--- config.mk ---
export PLATFORM = sky130hd
export DESIGN_NAME = control_sequencer
export DESIGN_NICKNAME = d
export VERILOG_FILES = /design/src/rtl/control_sequencer.sv
export SDC_FILE = /design/constraint.sdc
export NUM_CORES = 1
export LEC_CHECK = 0
export ABC_AREA = 1
export CORE_MARGIN = 4
export CORE_UTILIZATION = 33
export CTS_BUF_LIST = sky130_fd_sc_hd__clkbuf_2
export CTS_CLUSTER_DIAMETER = 80
export DETAILED_ROUTE_END_ITERATION = 12
export MAX_ROUTING_LAYER = met4
export PLACE_DENSITY = 0.89
export RECOVER_POWER = 100
export SETUP_SLACK_MARGIN = 0.2
export SLEW_MARGIN = 10
export SYNTH_ARGS = -nofsm -noshare
export SYNTH_HDL_FRONTEND = slang
export SYNTH_SLANG_ARGS = --single-unit
--- constraint.sdc ---
create_clock -name clock -period 1.6 [get_ports clock]
set_clock_uncertainty 0.05 [all_clocks]
set_input_delay 0.48 -clock clock [delete_from_list [all_inputs] [get_ports clock]]
set_output_delay 0.48 -clock clock [all_outputs]
set_load 0.02 [all_outputs]
--- src/rtl/control_sequencer.sv ---
// ============================================================================
// control_sequencer : fetch/execute sequencer holding IR, step and status
// Rev 1.0 - initial release
// ============================================================================
`default_nettype none

module control_sequencer #(
  parameter int MAX_STEPS = 4
) (
  input  logic        clock,
  input  logic        reset_n,
  input  logic        run,
  input  logic [31:0] instr_in,
  input  logic        instr_valid,
  input  logic [4:0]  status_in,
  input  logic [32:0] cw_in,
  output logic        fetch_req,
  output logic [31:0] ir_q,
  output logic [1:0]  state_q,
  output logic [4:0]  status_q,
  output logic [32:0] cw_out,
  output logic        busy,
  output logic        seq_fault
);

  localparam logic [1:0] C_LAST_STEP = 2'(MAX_STEPS - 1);

  typedef enum logic [0:0] {
    FETCH = 1'b0,
    EXEC  = 1'b1
  } phase_e;

  phase_e      phase_q, phase_d;
  logic [31:0] ir_d;
  logic [1:0]  state_d;
  logic [1:0]  step_q, step_d;
  logic [4:0]  status_d;
  logic        fault_d;
  logic        w_accept;

  assign w_accept = run & instr_valid;

  always_comb begin
    phase_d   = phase_q;
    ir_d      = ir_q;
    state_d   = state_q;
    step_d    = step_q;
    status_d  = status_q;
    fault_d   = 1'b0;
    fetch_req = 1'b0;
    busy      = 1'b0;
    cw_out    = '0;

    case (phase_q)
      FETCH: begin
        fetch_req = run;
        if (w_accept) begin
          cw_out[5:4] = 2'b01;
          ir_d        = instr_in;
          state_d     = 2'd0;
          step_d      = 2'd0;
          phase_d     = EXEC;
        end
      end
      EXEC: begin
        busy   = 1'b1;
        cw_out = cw_in;
        if (cw_in[2]) status_d = status_in;
        // Limit check precedes the increment, so the step counter never wraps.
        if (cw_in[1:0] == 2'b00) begin
          phase_d = FETCH;
        end else if (step_q == C_LAST_STEP) begin
          phase_d = FETCH;
          fault_d = 1'b1;
        end else begin
          state_d = cw_in[1:0];
          step_d  = step_q + 2'd1;
        end
      end
      default: phase_d = FETCH;
    endcase

    // No datapath write may escape during a reset cycle.
    if (!reset_n) begin
      fetch_req = 1'b0;
      busy      = 1'b0;
      cw_out    = '0;
    end
  end

  always_ff @(posedge clock) begin
    if (!reset_n) begin
      phase_q   <= FETCH;
      ir_q      <= '0;
      state_q   <= '0;
      step_q    <= '0;
      status_q  <= '0;
      seq_fault <= 1'b0;
    end else begin
      phase_q   <= phase_d;
      ir_q      <= ir_d;
      state_q   <= state_d;
      step_q    <= step_d;
      status_q  <= status_d;
      seq_fault <= fault_d;
    end
  end

endmodule

`default_nettype wire

# After elaboration in Yosys (flattened, before gate mapping)
# Index checks and enable logic that the tools add are counted.
op_classes:
  n_addsub: 1
  eq_ne: 4
  muxes: 21
  bitwise: 3
  n_reduce_logical: 5
op_table:
  columns: ["operator", "n"]
  rows:
  - ["$mux W33", 1]
  - ["$mux W27", 1]
  - ["$pmux W2 S2", 3]
  - ["$mux W2", 5]
  - ["$mux W1", 9]
  - ["$ne A2 B2 Y1 const B", 3]
  - ["$mux W4", 1]
  - ["$reduce_and A2 Y1", 2]
  - ["$reduce_and A3 Y1", 1]
  - ["$reduce_or A3 Y1", 1]
  - ["$add A2 B1 Y2 const B", 1]
  - ["$eq A2 B2 Y1 const B", 1]
  - ["$logic_not A2 Y1", 1]
  - ["$not A1 Y1", 2]
  - ["$pmux W1 S2", 1]
  - ["$and A1 B1 Y1", 1]
totals:
  ff_bits: 43
  inputBits: 74
  output_inout_bits: 75
  wordCells: 40

# Depth between registers and ports, before layout
# Gate-level depths: netlist of run 1.
depth:
  depth_word: 4
  mapped_depth: 7
  ltp_nobuf: 7

# Least setup slack after synthesis of run 1
# No wires, ideal clock.
synth_path:
  path_kind: "input port to output port"
  from: "input port reset_n"
  to: "output port cw_out[22]"
  arrival_time_ns: 1.093
  required_ns: 1.070
  setup_slack_ns: -0.023
  cell_stages: 3
  n_path_buf: 1
  cell_sequence: "nand2_1 clkbuf_1 nor2_1"
synth_between:
  elab_chain_cells: 1
synth_rtl:
  columns: ["element", "line", "source"]
  rows:
  - ["start, declared", "11", "input logic reset_n,"]
  - ["$mux W33", "84", "if (!reset_n) begin"]
  - ["end, declared", "21", "output logic [32:0] cw_out,"]
# Every way passes these cells.

# Worst setup path in the final report of run 1
layout_path:
  from: "input port instr_valid"
  to: "output port cw_out[4]"
layout_between:
  elab_chain_cells: 4
layout_rtl:
  columns: ["element", "line", "source"]
  rows:
  - ["start, declared", "14", "input logic instr_valid,"]
  - ["$and A1 B1 Y1", "41", "assign w_accept = run & instr_valid;"]
  - ["$mux W1", "57", "if (w_accept) begin"]
  - ["$pmux W2 S2", "54", "case (phase_q)"]
  - ["$mux W33", "84", null]
# Every way passes these cells.

==> impl_metrics.ini, run 1 <==
[floorplan]
dieHeight_um = 82.3
ioPinCount = 149
die_w_um = 82.3
placementRows = 26
dieArea_sq_um = 6770
initial_core_util_pct = 34.8
core_area_sq_um = 5240

[sta]
slew_headroom_pct = 80.5
drv_slew = 0
setup-tns-final_ns = -8.39
postLayoutSetupSlackWorst_ns = -0.301
rsz0062_at_grt = true
max_freq_mhz = 526
hold_viol_final = 0
period_share_pct = 119
period_needed_ns = 1.90
setup_viol = 36
tightest_slew_ns = 0.293

[outcome]
violations = setup timing
status = finished, violations left

[placement]
place_congestion = 0.763
port_buffers = 148
dp.cells = 492
dp_hpwl_um = 4960
placed_area_sq_um = 3730

[cells_and_area]
drive_above_1_share_pct = 54.6
diodes = 0
area_growth_pct = 149
fin_cells = 524
nets = 528
final_area_sq_um = 4530

[power_and_ir_drop]
ir_worst_vdd_v = 0.000632
power_density_nw_per_um2 = 602
p_leak_uw = 0.00201

[route]
totalWireLength_um = 8430
num_vias = 2464
drt_iter0_drc = 56
wl_per_cell_um = 16.1
route.detailed.drc = 0
drt-pass1-iter-count = 4
final_antenna_net_count = 0
via_per_inst = 4.70

[cts]
holdBufCountCts = 0
htree_levels = 2
cts_tree = yes
cts_made_buffers = 5
clock_latency_ns = 0.41
clk_pin_slew_ns = 0.18
cts_root_buf = clkbuf_2
cts.path.max_buffers = 2
cts.sinks = 43

[worst_setup_path]
path_delay_family = buffers and inverters
critical_path_arrival_ns = 1.37
critical_path_required_ns = 1.07
worst-path-max-fanout = 2
end_kind = primary output
path_buf_inv = 2
worst_setup_path_start_kind = input pin
slowest_delay_ns = 0.51
path_cells = clkdlybuf4s50_1 -> nand3_4 -> a21oi_4 -> buf_6
crit_type = input pin to primary output
slowest_stage = clkdlybuf4s50_1

[global_route]
grt_usage_pct = 20.2
grt_remaining_overflow = 0
grt_pass1_wl_um = 10200
grt_pass1_vias = 2214
grt_max_degree = 40
antenna_found_initial = 0

[yosys]
yosys.area.top_type = dfxtp_1
synth.top_cell.area_share_pct = 47.3
yosysUniqueCellTypes = 16
avgSynthCellArea_sq_um = 6.75
synthTopCellsByCount = nor2_1 (114), dfxtp_1 (43), inv_1 (35)
syn_nets = 345
synth-edff-count = 0
synthCells = 270
yosysWarnings = 0
async_reset_ff_share_pct = 0
ys_ff_latch = 43
synth.most_common_cell = nor2_1
synth-main-ff-cell = dfxtp_1
yosys-top-cells-area = dfxtp_1 (47%), nor2_1 (23%), o21ai_0 (8.8%)
seq_area_frac_synth_pct = 47.3
netlist_area_sq_um = 1820

[job]
drv_cap = 0

[worst_hold_path]
hp-class = flip-flop to flip-flop
through the flow:
| step | worst slack, ns | util (%) | hold WS [ns] | total power, uW |
|---|---|---|---|---|
| after global routing | -0.353 | 86.6 | 0.486 | 2860 |
| after floorplan | 0.178 | - | 0.430 | 1580 |
| after detailed placement | -1.04 | 71.2 | 0.426 | 1990 |
| final | -0.301 | 86.6 | 0.455 | 2730 |
| after CTS | -0.282 | 76.9 | 0.459 | 2520 |
| after global placement | -1.03 | 71.2 | 0.410 | 1970 |
placed cells by master (no fill, tap or decap):
cell | Yosys | final
a21boi_2 | 0 | 2
a21oi_1 | 3 | 2
a21oi_4 | 0 | 1
buf_12 | 0 | 4
buf_16 | 0 | 3
buf_4 | 3 | 25
buf_6 | 2 | 80
buf_8 | 0 | 3
clkbuf_16 | 0 | 2
clkbuf_2 | 0 | 7
clkdlybuf4s15_2 | 0 | 1
clkdlybuf4s50_1 | 0 | 70
clkinv_2 | 0 | 1
clkinvlp_4 | 0 | 2
dfxtp_1 | 43 | 2
dfxtp_2 | 0 | 34
dfxtp_4 | 0 | 7
dlygate4sd2_1 | 0 | 1
dlymetal6s2s_1 | 0 | 1
ha_1 | 1 | 1
inv_1 | 35 | 32
inv_2 | 1 | 1
inv_6 | 0 | 1
nand2_1 | 17 | 10
nand2_2 | 0 | 3
nand2_4 | 0 | 3
nand2_8 | 0 | 1
nand3_4 | 0 | 1
nand3b_1 | 2 | 2
nor2_1 | 114 | 50
nor2_2 | 0 | 11
nor2_4 | 0 | 53
o21ai_0 | 32 | 21
o21ai_1 | 5 | 14
o21ai_2 | 0 | 2
report_power, final:
group	total, uW	switching (uW)	internal [uW]
sequential	1230	73.8	1150
clock	471	352	119
combinational	1030	470	562
path summary, 6_finish.rpt:
path	from	end	slack (ns)	depth (start not counted)
max	instr_valid	cw_out[4]	-0.30	4
min	status_q[0]	status_q[0]	0.46	2
max reg2reg	phase_q	ir_q[10]	0.02	9
min reg2reg	status_q[0]	status_q[0]	0.46	2
worst min-delay path, stage by stage (launching register included):
cell,delay [ns]
dfxtp_2,0.36
nor2_1,0.09
nor2_1,0.05
flip-flops by register name, summed over array words and instances, names as in the netlist:
signal and cells:
ir_q 32, status_q 5, seq_fault 1, step_q 2
phase_q 1, state_q 2
repair_timing:
action	CTS	global route
pin swaps	2	11
buffers inserted	3	14
endpoints found under the setup margin	109	112
gates resized for setup	505	105
cloned	2	5
cells by family (layout without fill, tap and decap cells):
kind of cell	Yosys count	after routing	share of synthesized area, %
adders and majority gates	1	1	0.687
DFF	43	43	47.3
buffers and inverters	50	234	11.9
AOI/OAI and AO/OA	42	42	11.8
and+or+nand+nor	134	134	28.4
routing by layer:
metal  wire (um)  vias up  part of all wire (%)  track usage, %
met5           0        -                     0               -
met4         200        0                   2.4            6.48
met3         887       22                    11            7.59
met2        4570      119                    54            37.0
met1        2780     1139                    33            19.4
li1            -     1184                     -               -
final cells by class:
| class | count | area, sq um |
|---|---|---|
| Clock buffer | 7 | 35.0 |
| Timing Repair Buffer | 190 | 2080 |
| Sequential cell | 43 | 930 |
| Multi-Input combinational cell | 177 | 1250 |
| Fill cell | 271 | 703 |
| Clock inverter | 1 | 5.00 |
| Inverter | 36 | 148 |
| Tap cell | 70 | 87.6 |
No activity file was read; power rests on OpenSTA's default activity.
==> run 2: changes to the inputs <==
--- a/config.mk
+++ b/config.mk
@@ -10,6 +10,7 @@
 export CORE_UTILIZATION = 33
 export CTS_BUF_LIST = sky130_fd_sc_hd__clkbuf_2
 export CTS_CLUSTER_DIAMETER = 80
+export CTS_CLUSTER_SIZE = 20
 export DETAILED_ROUTE_END_ITERATION = 12
 export MAX_ROUTING_LAYER = met4
 export PLACE_DENSITY = 0.89
==> results of run 2 <==
The final DEF is identical to that of run 1; final timing and power are the same.
==> run 3: changes to the inputs <==
--- a/config.mk
+++ b/config.mk
@@ -6,6 +6,7 @@
 export NUM_CORES = 1
 export LEC_CHECK = 0
 export ABC_AREA = 1
+export CORE_ASPECT_RATIO = 0.9
 export CORE_MARGIN = 4
 export CORE_UTILIZATION = 33
 export CTS_BUF_LIST = sky130_fd_sc_hd__clkbuf_2
@@ -13,7 +14,7 @@
 export CTS_CLUSTER_SIZE = 20
 export DETAILED_ROUTE_END_ITERATION = 12
 export MAX_ROUTING_LAYER = met4
-export PLACE_DENSITY = 0.89
+export PLACE_DENSITY = 0.87
 export RECOVER_POWER = 100
 export SETUP_SLACK_MARGIN = 0.2
 export SLEW_MARGIN = 10
==> run 3 against run 2 <==
The run still ends with setup timing left. Critical path type is now flip-flop to primary output. First-iteration DRC count is 140% higher. Die area about the same. Largest power group is now combinational logic. Worst hold slack got worse by 0.022 ns. Critical path depth grew 1. Highest routed layer unchanged. Power up 8.1%. Core utilization is 7.5 points higher. Maximum frequency down 4.5%. Register-to-register slack worse by 0.15 ns. Critical endpoint unchanged.
==> impl_metrics.ini, run 3 (same netlist as run 1, synthesis figures left out) <==
[cells_and_area]
final.fill_count = 154
drive_above_1_share_pct = 63.0
area_growth_pct = 173
layout_commonest_cell = buf_6
multi_input_area_sq_um = 1410
register_area_sq_um = 948
largest_reg_flops = 32
regMostFlops = ir_q
layout_common_cells = buf_6 (78), clkdlybuf4s50_1 (70), nor2_4 (53), nor2_1 (41)
nets = 543
largest_registers = ir_q: 32 flops, status_q: 5 flops

[sta]
tightest_slew_ns = 0.653
period_share_pct = 124
max_freq_mhz = 503
hold_viol_final = 0
slew_headroom_pct = 56.5
period_needed_ns = 1.99
timing.hold.ws_ns = 0.434
postLayoutSetupSlackWorst_ns = -0.390
drv_slew = 0
setup-tns-final_ns = -12.98
setup_viol = 59
rsz0062_at_grt = true

[worst_setup_path]
path_cells = buf_6 -> inv_6 -> nand3_4 -> a21oi_4 -> buf_6
cpMostUsedCell = buf_6
rr_worst_depth = 10
critical_path_required_ns = 1.07
r2r_end = state_q[1]
path_delay_family = flip-flops
worst_setup_path_start_kind = flip-flop
critical_path_arrival_ns = 1.46
path_buf_inv = 3
crit_start = phase_q
r2r_slack_ns = -0.13
crit_end = cw_out[4]
reg2reg_from = phase_q
crit_cells = 5
crit_type = flip-flop to primary output
slowest_delay_ns = 0.43
end_kind = primary output
slowest_stage = dfxtp_4
worst-path-max-fanout = 3

[global_route]
antenna_found_initial = 1
grt_pass1_vias = 2736
grt_remaining_overflow = 0
grt_pass1_wl_um = 13900
grt_usage_pct = 27.4
grt_max_degree = 42

[route]
via_per_inst = 5.18
drt-pass1-iter-count = 4
route.detailed.drc = 0
drt_iter0_drc = 134
final_antenna_net_count = 0
wl_per_cell_um = 21.7
totalWireLength_um = 11600
num_vias = 2776

[floorplan]
ioPinCount = 149
dieArea_sq_um = 6770
core_area_sq_um = 5290
initial_core_util_pct = 34.5
dieHeight_um = 78.5
die_w_um = 86.3
placementRows = 25

[outcome]
violations = setup timing
status = finished, violations left

[worst_hold_path]
hp-class = flip-flop to flip-flop

[cts]
cts_made_buffers = 5
cts_root_buf = clkbuf_2
htree_levels = 2
cts.sinks = 43
holdBufCountCts = 0
clock_latency_ns = 0.45
cts.path.max_buffers = 2
cts_tree = yes
clk_pin_slew_ns = 0.26

[placement]
port_buffers = 148
place_congestion = 0.739
dp_hpwl_um = 5140

[power_and_ir_drop]
p_leak_uw = 0.00218
power_density_nw_per_um2 = 594
ir_worst_vdd_v = 0.000577

[job]
drv_cap = 0
==> run 3: worst min-delay path by stage <==
stage                      from     endpoint  slack [ns]  depth (start not counted)
finish                 ir_q[29]     ir_q[29]        0.43                          2
floorplan             step_q[0]    step_q[0]        0.43                          2
global placement       ir_q[31]     ir_q[31]        0.41                          2
global route           ir_q[29]     ir_q[29]        0.45                          2
detailed placement  status_q[0]  status_q[0]        0.42                          2
CTS                    ir_q[29]     ir_q[29]        0.44                          2
==> run 3: stage by stage <==
step	setup WS [ns]	utilization, %	instances	total power (uW)	area (sq um)
final	-0.390	94.0	536	2950	4970
after CTS	-0.302	86.5	513	2720	4570
after floorplan	0.178	-	270	1580	2150
after global placement	-0.987	70.3	488	1970	3720
after detailed placement	-1.01	70.3	488	1990	3720
after global routing	-0.464	94.0	536	3060	4970
==> run 3: report_power, final <==
part	total [uW]	internal (uW)	switching (uW)
clock	476	92.1	384
sequential	1220	1150	68.0
combinational	1260	663	597
==> run 3: what timing repair did <==
action	CTS	global route
hold endpoints to repair	0	0
pin swaps	52	39
endpoints found under the setup margin	113	116
setup buffers	9	21
cloned	9	1
resized for setup	627	61
==> run 3: metal layers <==
metal  GRT usage (%)  wire (um)  vias up
met2            51.4       6110      176
met1            26.2       3870     1325
li1                -          -     1221
met4            11.8        690        0
met5               -          0        -
met3            7.14        972       54
==> run 3: worst min-delay path: cells and delay by family, from the launching register on <==
family	cells	cell delay, ns
flops	1	0.38
simple gates	2	0.11
==> run 3: final cells by class <==
| class | instances | area share, % |
|---|---|---|
| timing repair buffer | 205 | 46.9 |
| multi-input combinational | 177 | 28.4 |
| sequential | 43 | 19.1 |
| inverter | 36 | 3.15 |
| tap | 67 | 1.69 |
| clock buffer | 5 | 0.503 |
| clock inverter | 2 | 0.176 |
| antenna | 1 | 0.0503 |
